==> config.mk <==
export PLATFORM = sky130hd
export DESIGN_NAME = noc_input_router_vc
export DESIGN_NICKNAME = d
export VERILOG_FILES = /design/src/rtl/noc_input_router_vc.sv
export SDC_FILE = /design/constraint.sdc
export NUM_CORES = 1
export LEC_CHECK = 0
export CELL_PAD_IN_SITES_DETAIL_PLACEMENT = 1
export CELL_PAD_IN_SITES_GLOBAL_PLACEMENT = 1
export CORE_ASPECT_RATIO = 1.2
export CORE_UTILIZATION = 37
export DETAILED_ROUTE_END_ITERATION = 6
export PLACE_DENSITY = 0.93
export SYNTH_ARGS = -nofsm -noshare
export SYNTH_HDL_FRONTEND = slang
export SYNTH_SLANG_ARGS = --single-unit
==> constraint.sdc <==
create_clock -name clk -period 5.48 [get_ports clk]
set_clock_uncertainty 0.05 [all_clocks]
set_input_delay 1.096 -clock clk [delete_from_list [all_inputs] [get_ports clk]]
set_output_delay 1.096 -clock clk [all_outputs]
set_load 0.01 [all_outputs]
==> src/rtl/noc_input_router_vc.sv <==
// Per-input-port route stage: DOR route on head flits, stored per VC for body/tail (YX order under NOC_INPUT_ROUTER_YX_EN).
// Latency: 1 cycle from accept to flit_valid_o; single registered output stage.
// Backpressure: flit_ready_o = !flit_valid_o || flit_ready_i; output fields hold while stalled.
module noc_input_router_vc #(
    parameter int FLIT_WIDTH    = 37,
    parameter int X_WIDTH       = 2,
    parameter int Y_WIDTH       = 2,
    parameter int NUM_VC        = 2,
    parameter int ROUTER_X      = 0,
    parameter int ROUTER_Y      = 0,
    parameter int ERR_CNT_WIDTH = 8,
    localparam int VC_WIDTH     = (NUM_VC > 1) ? $clog2(NUM_VC) : 1
) (
    input  logic                     clk,
    input  logic                     arst,
    input  logic                     flit_valid_i,
    output logic                     flit_ready_o,
    input  logic [FLIT_WIDTH-1:0]    flit_req_i,
    output logic                     flit_valid_o,
    input  logic                     flit_ready_i,
    output logic [FLIT_WIDTH-1:0]    flit_o,
    output logic [VC_WIDTH-1:0]      vc_o,
    output logic [4:0]               router_port_o,
    output logic                     err_o,
    output logic [ERR_CNT_WIDTH-1:0] err_cnt_o
);

    typedef enum logic {IDLE, IN_PKT} vc_state_t;

    localparam logic [X_WIDTH-1:0]  RX       = X_WIDTH'(ROUTER_X);
    localparam logic [Y_WIDTH-1:0]  RY       = Y_WIDTH'(ROUTER_Y);
    localparam logic [VC_WIDTH:0]   NUM_VC_L = (VC_WIDTH+1)'(NUM_VC);

    localparam logic [4:0] P_LOCAL = 5'b00001;
    localparam logic [4:0] P_NORTH = 5'b00010;
    localparam logic [4:0] P_SOUTH = 5'b00100;
    localparam logic [4:0] P_WEST  = 5'b01000;
    localparam logic [4:0] P_EAST  = 5'b10000;

    vc_state_t state_q [NUM_VC];
    vc_state_t state_d [NUM_VC];
    logic [4:0] route_q [NUM_VC];
    logic [4:0] route_d [NUM_VC];

    logic                     out_vld_q;
    logic [FLIT_WIDTH-1:0]    flit_q;
    logic [VC_WIDTH-1:0]      vc_q;
    logic [4:0]               port_q;
    logic                     err_q;
    logic [ERR_CNT_WIDTH-1:0] err_cnt_q;

    logic [1:0]          ftype;
    logic [X_WIDTH-1:0]  x_dest;
    logic [Y_WIDTH-1:0]  y_dest;
    logic [VC_WIDTH-1:0] vc_id;
    logic                is_head, is_body, is_tail, is_ht, is_hdr;
    logic                vc_ok, accept, drop, err;
    vc_state_t           cur_state;
    logic [4:0]          stored_route, comp_route, fwd_route;

    assign ftype   = flit_req_i[FLIT_WIDTH-1 -: 2];
    assign x_dest  = flit_req_i[FLIT_WIDTH-3 -: X_WIDTH];
    assign y_dest  = flit_req_i[FLIT_WIDTH-3-X_WIDTH -: Y_WIDTH];
    assign vc_id   = flit_req_i[VC_WIDTH-1:0];
    assign is_head = (ftype == 2'b00);
    assign is_body = (ftype == 2'b01);
    assign is_tail = (ftype == 2'b10);
    assign is_ht   = (ftype == 2'b11);
    assign is_hdr  = is_head || is_ht;
    assign vc_ok   = ({1'b0, vc_id} < NUM_VC_L);

    assign flit_ready_o = !out_vld_q || flit_ready_i;
    assign accept       = flit_valid_i && flit_ready_o;

    always_comb begin
        comp_route = P_LOCAL;
`ifdef NOC_INPUT_ROUTER_YX_EN
        if (y_dest > RY)      comp_route = P_SOUTH;
        else if (y_dest < RY) comp_route = P_NORTH;
        else if (x_dest > RX) comp_route = P_EAST;
        else if (x_dest < RX) comp_route = P_WEST;
`else
        if (x_dest > RX)      comp_route = P_EAST;
        else if (x_dest < RX) comp_route = P_WEST;
        else if (y_dest > RY) comp_route = P_SOUTH;
        else if (y_dest < RY) comp_route = P_NORTH;
`endif
    end

    // Mux-select the addressed VC so an out-of-range id never indexes the arrays.
    always_comb begin
        cur_state    = IDLE;
        stored_route = '0;
        for (int i = 0; i < NUM_VC; i++) begin
            if (vc_id == VC_WIDTH'(i)) begin
                cur_state    = state_q[i];
                stored_route = route_q[i];
            end
        end
    end

    assign drop      = !vc_ok || (cur_state == IDLE && (is_body || is_tail));
    assign err       = drop || (cur_state == IN_PKT && is_hdr);
    assign fwd_route = is_hdr ? comp_route : stored_route;

    always_comb begin
        for (int i = 0; i < NUM_VC; i++) begin
            state_d[i] = state_q[i];
            route_d[i] = route_q[i];
            if (accept && vc_ok && vc_id == VC_WIDTH'(i)) begin
                if (is_head || (is_ht && state_q[i] == IN_PKT)) route_d[i] = comp_route;
                if (is_head)                                    state_d[i] = IN_PKT;
                else if (is_ht || is_tail)                      state_d[i] = IDLE;
            end
        end
    end

    always_ff @(posedge clk or posedge arst) begin
        if (arst) begin
            for (int i = 0; i < NUM_VC; i++) begin
                state_q[i] <= IDLE;
                route_q[i] <= '0;
            end
        end else begin
            for (int i = 0; i < NUM_VC; i++) begin
                state_q[i] <= state_d[i];
                route_q[i] <= route_d[i];
            end
        end
    end

    always_ff @(posedge clk or posedge arst) begin
        if (arst) begin
            out_vld_q <= 1'b0;
            flit_q    <= '0;
            vc_q      <= '0;
            port_q    <= '0;
            err_q     <= 1'b0;
            err_cnt_q <= '0;
        end else begin
            err_q <= accept && err;
            if (accept && err && err_cnt_q != '1)
                err_cnt_q <= err_cnt_q + ERR_CNT_WIDTH'(1);
            if (accept && !drop) begin
                out_vld_q <= 1'b1;
                flit_q    <= flit_req_i;
                vc_q      <= vc_id;
                port_q    <= fwd_route;
            end else if (flit_ready_i) begin
                out_vld_q <= 1'b0;
            end
        end
    end

    assign flit_valid_o  = out_vld_q;
    assign flit_o        = flit_q;
    assign vc_o          = vc_q;
    assign router_port_o = out_vld_q ? port_q : 5'b00000;
    assign err_o         = err_q;
    assign err_cnt_o     = err_cnt_q;

endmodule

# Word-level counts from Yosys, hierarchy flattened
# Cells that the tools add are included.
dict set report totals {
  reg_bits 65
  out_inout_bits 54
}
dict set report classes {
  n_eq_ne 4
  n_lt_le_gt_ge 4
  reduce_logical 26
  muxes 12
  bitwise 2
  n_addsub 1
}
# operator n
set op_table {}
lappend op_table {{$mux 5} 6}
lappend op_table {{$logic_and 1x1->1} 10}
lappend op_table {{$add 8x1->8 const B} 1}
lappend op_table {{$ne 8x8->1 const B} 1}
lappend op_table {{$reduce_and 2->1} 4}
lappend op_table {{$logic_or 1x1->1} 7}
lappend op_table {{$mux 1} 5}
lappend op_table {{$eq 2x2->1 const B} 2}
lappend op_table {{$gt 2x1->1 const B} 2}
lappend op_table {{$lt 2x1->1 const B} 2}
lappend op_table {{$reduce_bool 2->1} 2}
lappend op_table {{$eq 2x1->1 const B} 1}
lappend op_table {{$logic_not 1->1} 2}
lappend op_table {{$logic_not 2->1} 1}
lappend op_table {{$mux 2} 1}
lappend op_table {{$not 1->1} 2}

# Longest topological paths before layout
dict set report logic_depth {
  ltp_word 6
  depth_mapped 6
  depth_no_buf 5
}

# Worst setup path before layout
# No wires, ideal clock.
dict set report synth_path {
  kind {input to register}
  from {in flit_req_i[35]}
  to {reg flit_q[10] (netlist: flit_o[10])}
  path_buffers 2
  arrival_time_ps 2297
  slack_ps 3008
  path_stages 6
  path_cell_list {inv_1 -> ha_1 -> buf_2 -> a21oi_4 -> buf_6 -> mux2_2}
}
dict set report synth_between {
  elab_chain_cells 5
  elab_cells_between_ends 6
}
# element line_no
set synth_rtl {}
lappend synth_rtl {{start, declared} 18} ;# input logic [FLIT_WIDTH-1:0] flit_req_i,
lappend synth_rtl {{$eq 2x1->1 / $eq 2x2->1 (equally long branches)} {66, 67}}
lappend synth_rtl {{$logic_or 1x1->1 *} 102} ;# assign drop = !vc_ok || (cur_state == IDLE && (is_body || is_tail));
lappend synth_rtl {{$logic_and 1x1->1 *} 102}
lappend synth_rtl {{$logic_not 1->1 *} 144} ;# if (accept && !drop) begin
lappend synth_rtl {{$logic_and 1x1->1 *} 144}
lappend synth_rtl {{end signal, assigned} 146} ;# flit_q <= flit_req_i;
lappend synth_rtl {{end, declared} 46} ;# logic [FLIT_WIDTH-1:0] flit_q;
# Every way passes the cells marked *; elsewhere a longest branch is shown, timed or not.
# A chain may end at the register's enable or synchronous reset.

# Worst setup path after layout
dict set report layout_path {
  from {in flit_ready_i}
  to {out flit_ready_o}
}
dict set report layout_between {
  elab_chain_cells 1
}
# element line_no
set layout_rtl {}
lappend layout_rtl {{start, declared} 20} ;# input logic flit_ready_i,
lappend layout_rtl {{$logic_or 1x1->1} 72} ;# assign flit_ready_o = !out_vld_q || flit_ready_i;
lappend layout_rtl {{end, declared} 17} ;# output logic flit_ready_o,
# No other way between the ends.

==> results.tsv <==
stage	metric	value	unit
routing	antenna_left	0	
hold_path	min_to	flit_o[32]	
finish	nNetsFinal	323	
synthesis	yosys.area.top_type	dfrtp_1	
flow_run	max-cap-violations	0	
synthesis	synth_area_leaders	dfrtp_1 (57%), mux2_2 (20%), ha_1 (2.0%)	
die	core_area	6570	um2
clock_tree	cts_root_buffer	clkbuf_8	
finish	seqCellArea	1450	um2
clock_tree	cts_buffers	9	
sta	grt_setup_unrepaired	no	
hold_path	min_path_cells	1	
finish	antenna_cells	0	
sta	worstMarginPinSlew	1050	ps
synthesis	synth_top_cell_area_share	0.567	
grt	grt_max_degree	59	
pwr	worst_ir_drop_vdd	0.226	mV
clock_tree	clk_pin_slew	70	ps
synthesis	ys_seq_elements	58	
die	num_rows	32	
placed_design	io_buffer_count	92	
die	io_pins	95	
clock_tree	cts_tree	done	
synthesis	synth_area_per_cell	14.1	um2
critical_path	ff2ff_path_depth	4	
clock_tree	clock_latency	330	ps
hold_path	hold_path_class	reg -> reg	
sta	post-route-period-util	0.622	
critical_path	r2r_slack	3250	ps
grt	grt_antenna_before_repair	0	
finish	n_fill_cell	676	
grt	grtUsageTotal	0.181	
sta	layout_min_cycle_time	3410	ps
critical_path	criticalPathCategory	in -> out	
routing	wl_per_cell	16.3	um
sta	worst_slew_margin_rel	0.301	
critical_path	cp.arrival	2260	ps
die	die_h	93.1	um
clock_tree	clk_path_buf_depth	2	
placed_design	place.gp.congestion	0.777	
run_status	outcome	completed	
critical_path	rr_startpoint	flit_valid_o	
routing	route.detailed.drc	0	
placed_design	dpl.hpwl	4210	um
routing	vias	1808	
critical_path	max_stage_delay	550	ps
sta	hold_viol_final	0	
clock_tree	cts-resized-gates	0	
critical_path	crit_fanout	4	
pwr	finalPower	1.61	mW
grt	grt_pass1_vias	2031	
clock_tree	cts.sinks	58	
pwr	pwr_density_cell	430	nW/um2
routing	vias_per_cell	4.91	
critical_path	critPathRequiredTime	4330	ps
sta	setup_viol	0	
die	dieArea	7260	um2
critical_path	start_kind	input port	
finish	area_delta_synth_final	46.1	%
clock_tree	cts_hold_buf	0	
finish	final_cell_mix	clkdlybuf4s50_1 (92), dfrtp_1 (58), mux2_2 (46), clkbuf_8 (10), nand2_1 (7)	
synthesis	synth_cell_type_count	34	
sta	totalNegativeSetupSlack	0	ps
synthesis	synth_area	2560	um2
synthesis	synth_warnings	0	
routing	first_pass_iters	4	
critical_path	worstPathCellList	clkdlybuf4s50_1, nand2b_1, clkdlybuf4s50_1	
hold_path	hp-start	flit_o[32]	
pwr	leakagePower	1.58	nW
finish	final_layout_size_suffix_gt1_frac	0.247	
grt	grt.overflow.total	0	
critical_path	r2r_end	flit_o[19]	
clock_tree	cts_htree_levels	3	
sta	max_freq	294	MHz
critical_path	crit_slowest_cell	clkdlybuf4s50_1	
finish	multiInputGateArea	1020	um2
clock_tree	postCtsSetupRepairBufs	0	
critical_path	cp_common_cell	clkdlybuf4s50_1	
die	start_util	0.390	
finish	final_common_cell	clkdlybuf4s50_1	
synthesis	synth_cells	182	
routing	drtIter0Drc	58	
sta	slew_violations	0	
grt	grt_pass1_wl	9920	um
routing	routed_wl	6010	um
die	die_width	78.0	um
synthesis	yosysSeqAreaShare	0.567	
critical_path	critPathCaptureType	output port	
-- kinds of logic after synthesis --
family | synth area share
AO/OA/AOI/OAI | 0.0254
XOR/XNOR | 0.0278
adder cells (fa/ha/maj) | 0.0195
buffers and inverters | 0.0376
flip-flops | 0.567
multiplexers | 0.236
other | 0.00146
AND/OR/NAND/NOR | 0.0850
-- final cells by class --
| type | instances | area share |
|---|---|---|
| clock inverter | 5 | 0.0207 |
| clock buffer | 11 | 0.0378 |
| inverter | 5 | 0.00502 |
| tap | 85 | 0.0284 |
| timing repair buffer | 93 | 0.248 |
| sequential | 58 | 0.388 |
| multi-input combinational | 111 | 0.272 |
-- synth_stat cells (all sizes together) --
cell type,number
dfrtp,58
mux2,47
buf,9
nand2,8
mux2i,6
xnor2,6
and2,5
inv,5
and3,4
ha,4
nand4,4
nor2,4
a21oi,3
nand3,3
nor3,3
a31oi,2
o21ai,2
a21o,1
and4,1
conb,1
nand2b,1
nand3b,1
nand4bb,1
nor2b,1
o22a,1
or2,1
-- registers in the layout, indices dropped and copies added (netlist names) --
register / cells
err_cnt_o: 8
err_o: 1
flit_o: 37
flit_valid_o: 1
port_q: 3
route_q: 6
state_q: 2
-- how the worst max path moves through the flow --
stage,startpoint,to,slack (ps),depth (start not counted)
6_report,flit_ready_i,flit_ready_o,2070,3
5_1_grt,flit_req_i[35],flit_o[5],1970,5
4_1_cts,flit_ready_i,flit_ready_o,2070,3
3_5_place_dp,flit_req_i[35],flit_o[9],1760,5
3_3_place_gp,flit_req_i[35],flit_o[28],1800,5
2_1_floorplan,arst,err_cnt_o[0],2910,1
-- through the flow --
step / instance area, um2 / util / hold slack [ps] / setup slack (ps) / std cells
floorplan: 2560 / - / 422 / 2910 / 183
global placement: 3520 / 0.536 / 439 / 1800 / 352
detailed placement: 3520 / 0.536 / 445 / 1760 / 352
CTS: 3740 / 0.570 / 460 / 2070 / 368
global route: 3740 / 0.570 / 477 / 1970 / 368
finish: 3740 / 0.570 / 457 / 2070 / 368
-- worst max-delay path: cells and delay by family --
family                 cells  cell delay [ps]
AND/OR/NAND/NOR            1              160
buffers and inverters      2             1000
-- power breakdown --
part           switching [mW]  internal [mW]
Combinational           0.202          0.336
Sequential             0.0829          0.550
Clock                   0.171          0.267
Total                   0.456           1.15
-- per-layer routing --
layer	part of all wire	vias to the layer above	track usage
met2	0.52	61	0.314
li1	-	820	-
met3	0.077	10	0.0751
met4	0.016	0	0.0741
met5	0	-	0
met1	0.39	917	0.196
(Power assumes the default switching activity.)
==> patch: new RTL, same flow settings <==
The output `err_o` loses its register stage (`err_q` becomes a continuous assignment).
--- a/src/rtl/noc_input_router_vc.sv
+++ b/src/rtl/noc_input_router_vc.sv
@@ -136,8 +136,6 @@
             vc_q      <= '0;
             port_q    <= '0;
-            err_q     <= 1'b0;
             err_cnt_q <= '0;
         end else begin
-            err_q <= accept && err;
             if (accept && err && err_cnt_q != '1)
                 err_cnt_q <= err_cnt_q + ERR_CNT_WIDTH'(1);
@@ -153,4 +151,6 @@
     end
 
+    assign err_q = accept && err;
+
     assign flit_valid_o  = out_vld_q;
     assign flit_o        = flit_q;
Behaviour: not the same (Yosys sat finds a counterexample within 4 cycles, from zero or initial values and one cycle with arst high).
==> patch against the unedited design <==
- cell area is 0.40% lower
- sequential share of layout area decreased by 0.52 points
- critical path type unchanged
- largest power group unchanged
- area after synthesis down 0.98%
- power increased by 0.30%
- non-clock buffer count did not move
- routed wire length shrank 1.5%
- setup slack got worse by 1000 ps
- sequential cell count is 1 lower
- fmax is 23% lower
==> patch: results (changes against the unedited design) <==
- Status: completed
- Synthesized area per cell: 14.0 um^2 (-0.43%)
- M1 WL: 2.27 mm (-3.2%)
- DR vias/cell: 4.89 (-0.45%)
- Post-DP HPWL: 4.16 mm (-1.3%)
- Clock Power: 451 uW (+3%)
- Multiplexer share of the synthesized area: 23.9% (+0.23 points)
- Slowest stage cell on the critical path: clkdlybuf4s50_1
- Iter 0 DRT Violations: 64 (+10%)
- Worst Max-Slew Pin Slew: 1060 ps (+12.6 ps)
- Final setup violation count: 0 (unchanged)
- Compound-gate portion of the synthesized area: 2.57% (+0.025 points)
- FMAX: 227 MHz (-23%)
- # nets final: 322 (-0.31%)
- Final wirelength: 5.92 mm (-1.5%)
- Sw frac: 28.3% (about the same)
- Share of layout cells above drive strength 1: 25.2% (+0.44 points)
- Number of buffers created by CTS: 9 (unchanged)
- Post-synthesis xor/xnor area fraction: 2.81% (+0.027 points)
- DP Worst Slack: 1070 ps (-693 ps)
- Non-filler cells, final: 367 (-0.27%)
- M1 GR Usage: 19.9% (+0.38 points)
- Hold Slack: 456 ps (-0.998 ps)
- Largest net degree at the start of global routing: 58 (-1.7%)
- Met2 wire length: 3.16 mm (+1.7%)
- Highest metal used: met4
- Metal3 WL: 350 um (-25%)
- GPL Wtd Cong: 0.806 (+3.9%)
- Synthesized-area fraction occupied by adder cells: 1.97% (+0.019 points)
- Met3 Use GR: 5.81% (-1.7 points)
- Placed inst area: 3500 um^2 (-0.71%)
- Main area contributors after synthesis: dfrtp_1, mux2_2, ha_1, mux2i_1, buf_6
- Placed Instances: 351 (-0.28%)
- Sequential area share after synthesis: 56.2% (-0.43 points)
- FF-to-FF setup slack: 3290 ps (+40 ps)
- Max FO, Critical Path: 9 (+5)
- Grt met2 use: 31.8% (+0.37 points)
- Leakage: 1.57 nW (-0.45%)
- Vias in the first global route: 1988 (-2.1%)
- Crit path arrival time: 3260 ps (+1000 ps)
- Pwr/cell area: 433 nW/um^2 (+0.70%)
- Maximum VDD drop: 0.240 mV (+6.3%)
- First-pass GRT wire length: 9.93 mm (about the same)
- Commonest cells in the netlist: dfrtp_1, mux2_2, nand2_1
- Yosys warning count: 0 (unchanged)
- Total GRT Usage: 18.4% (+0.29 points)
- Ys async rst share: 100% (unchanged)
- Post-synthesis cell type count: 34 (unchanged)
- Antenna cells: 0 (unchanged)
## patch: final cells by class
cell class                      instances  area [um^2]
Inverter                                5         18.8
Tap cell                               85          106
Clock buffer                           11          151
Multi-Input combinational cell        111         1020
Timing Repair Buffer                   93          928
Sequential cell                        57         1430
Clock inverter                          5         77.6
Fill cell                             658         2800
## patch: worst paths after layout
| check | start | end | cells past startpoint |
|---|---|---|---|
| setup / recovery | flit_req_i[35] | err_o | 6 |
| hold / removal | flit_o[7]$_DFFE_PP0P_ | flit_o[7]$_DFFE_PP0P_ | 1 |
| setup reg to reg | flit_valid_o$_DFFE_PP0P_ | flit_o[27]$_DFFE_PP0P_ | 4 |
| hold reg to reg | flit_o[7]$_DFFE_PP0P_ | flit_o[7]$_DFFE_PP0P_ | 1 |
| max in group asynchronous | arst | flit_o[27]$_DFFE_PP0P_ | 3 |
| min in group asynchronous | arst | flit_o[19]$_DFFE_PP0P_ | 3 |
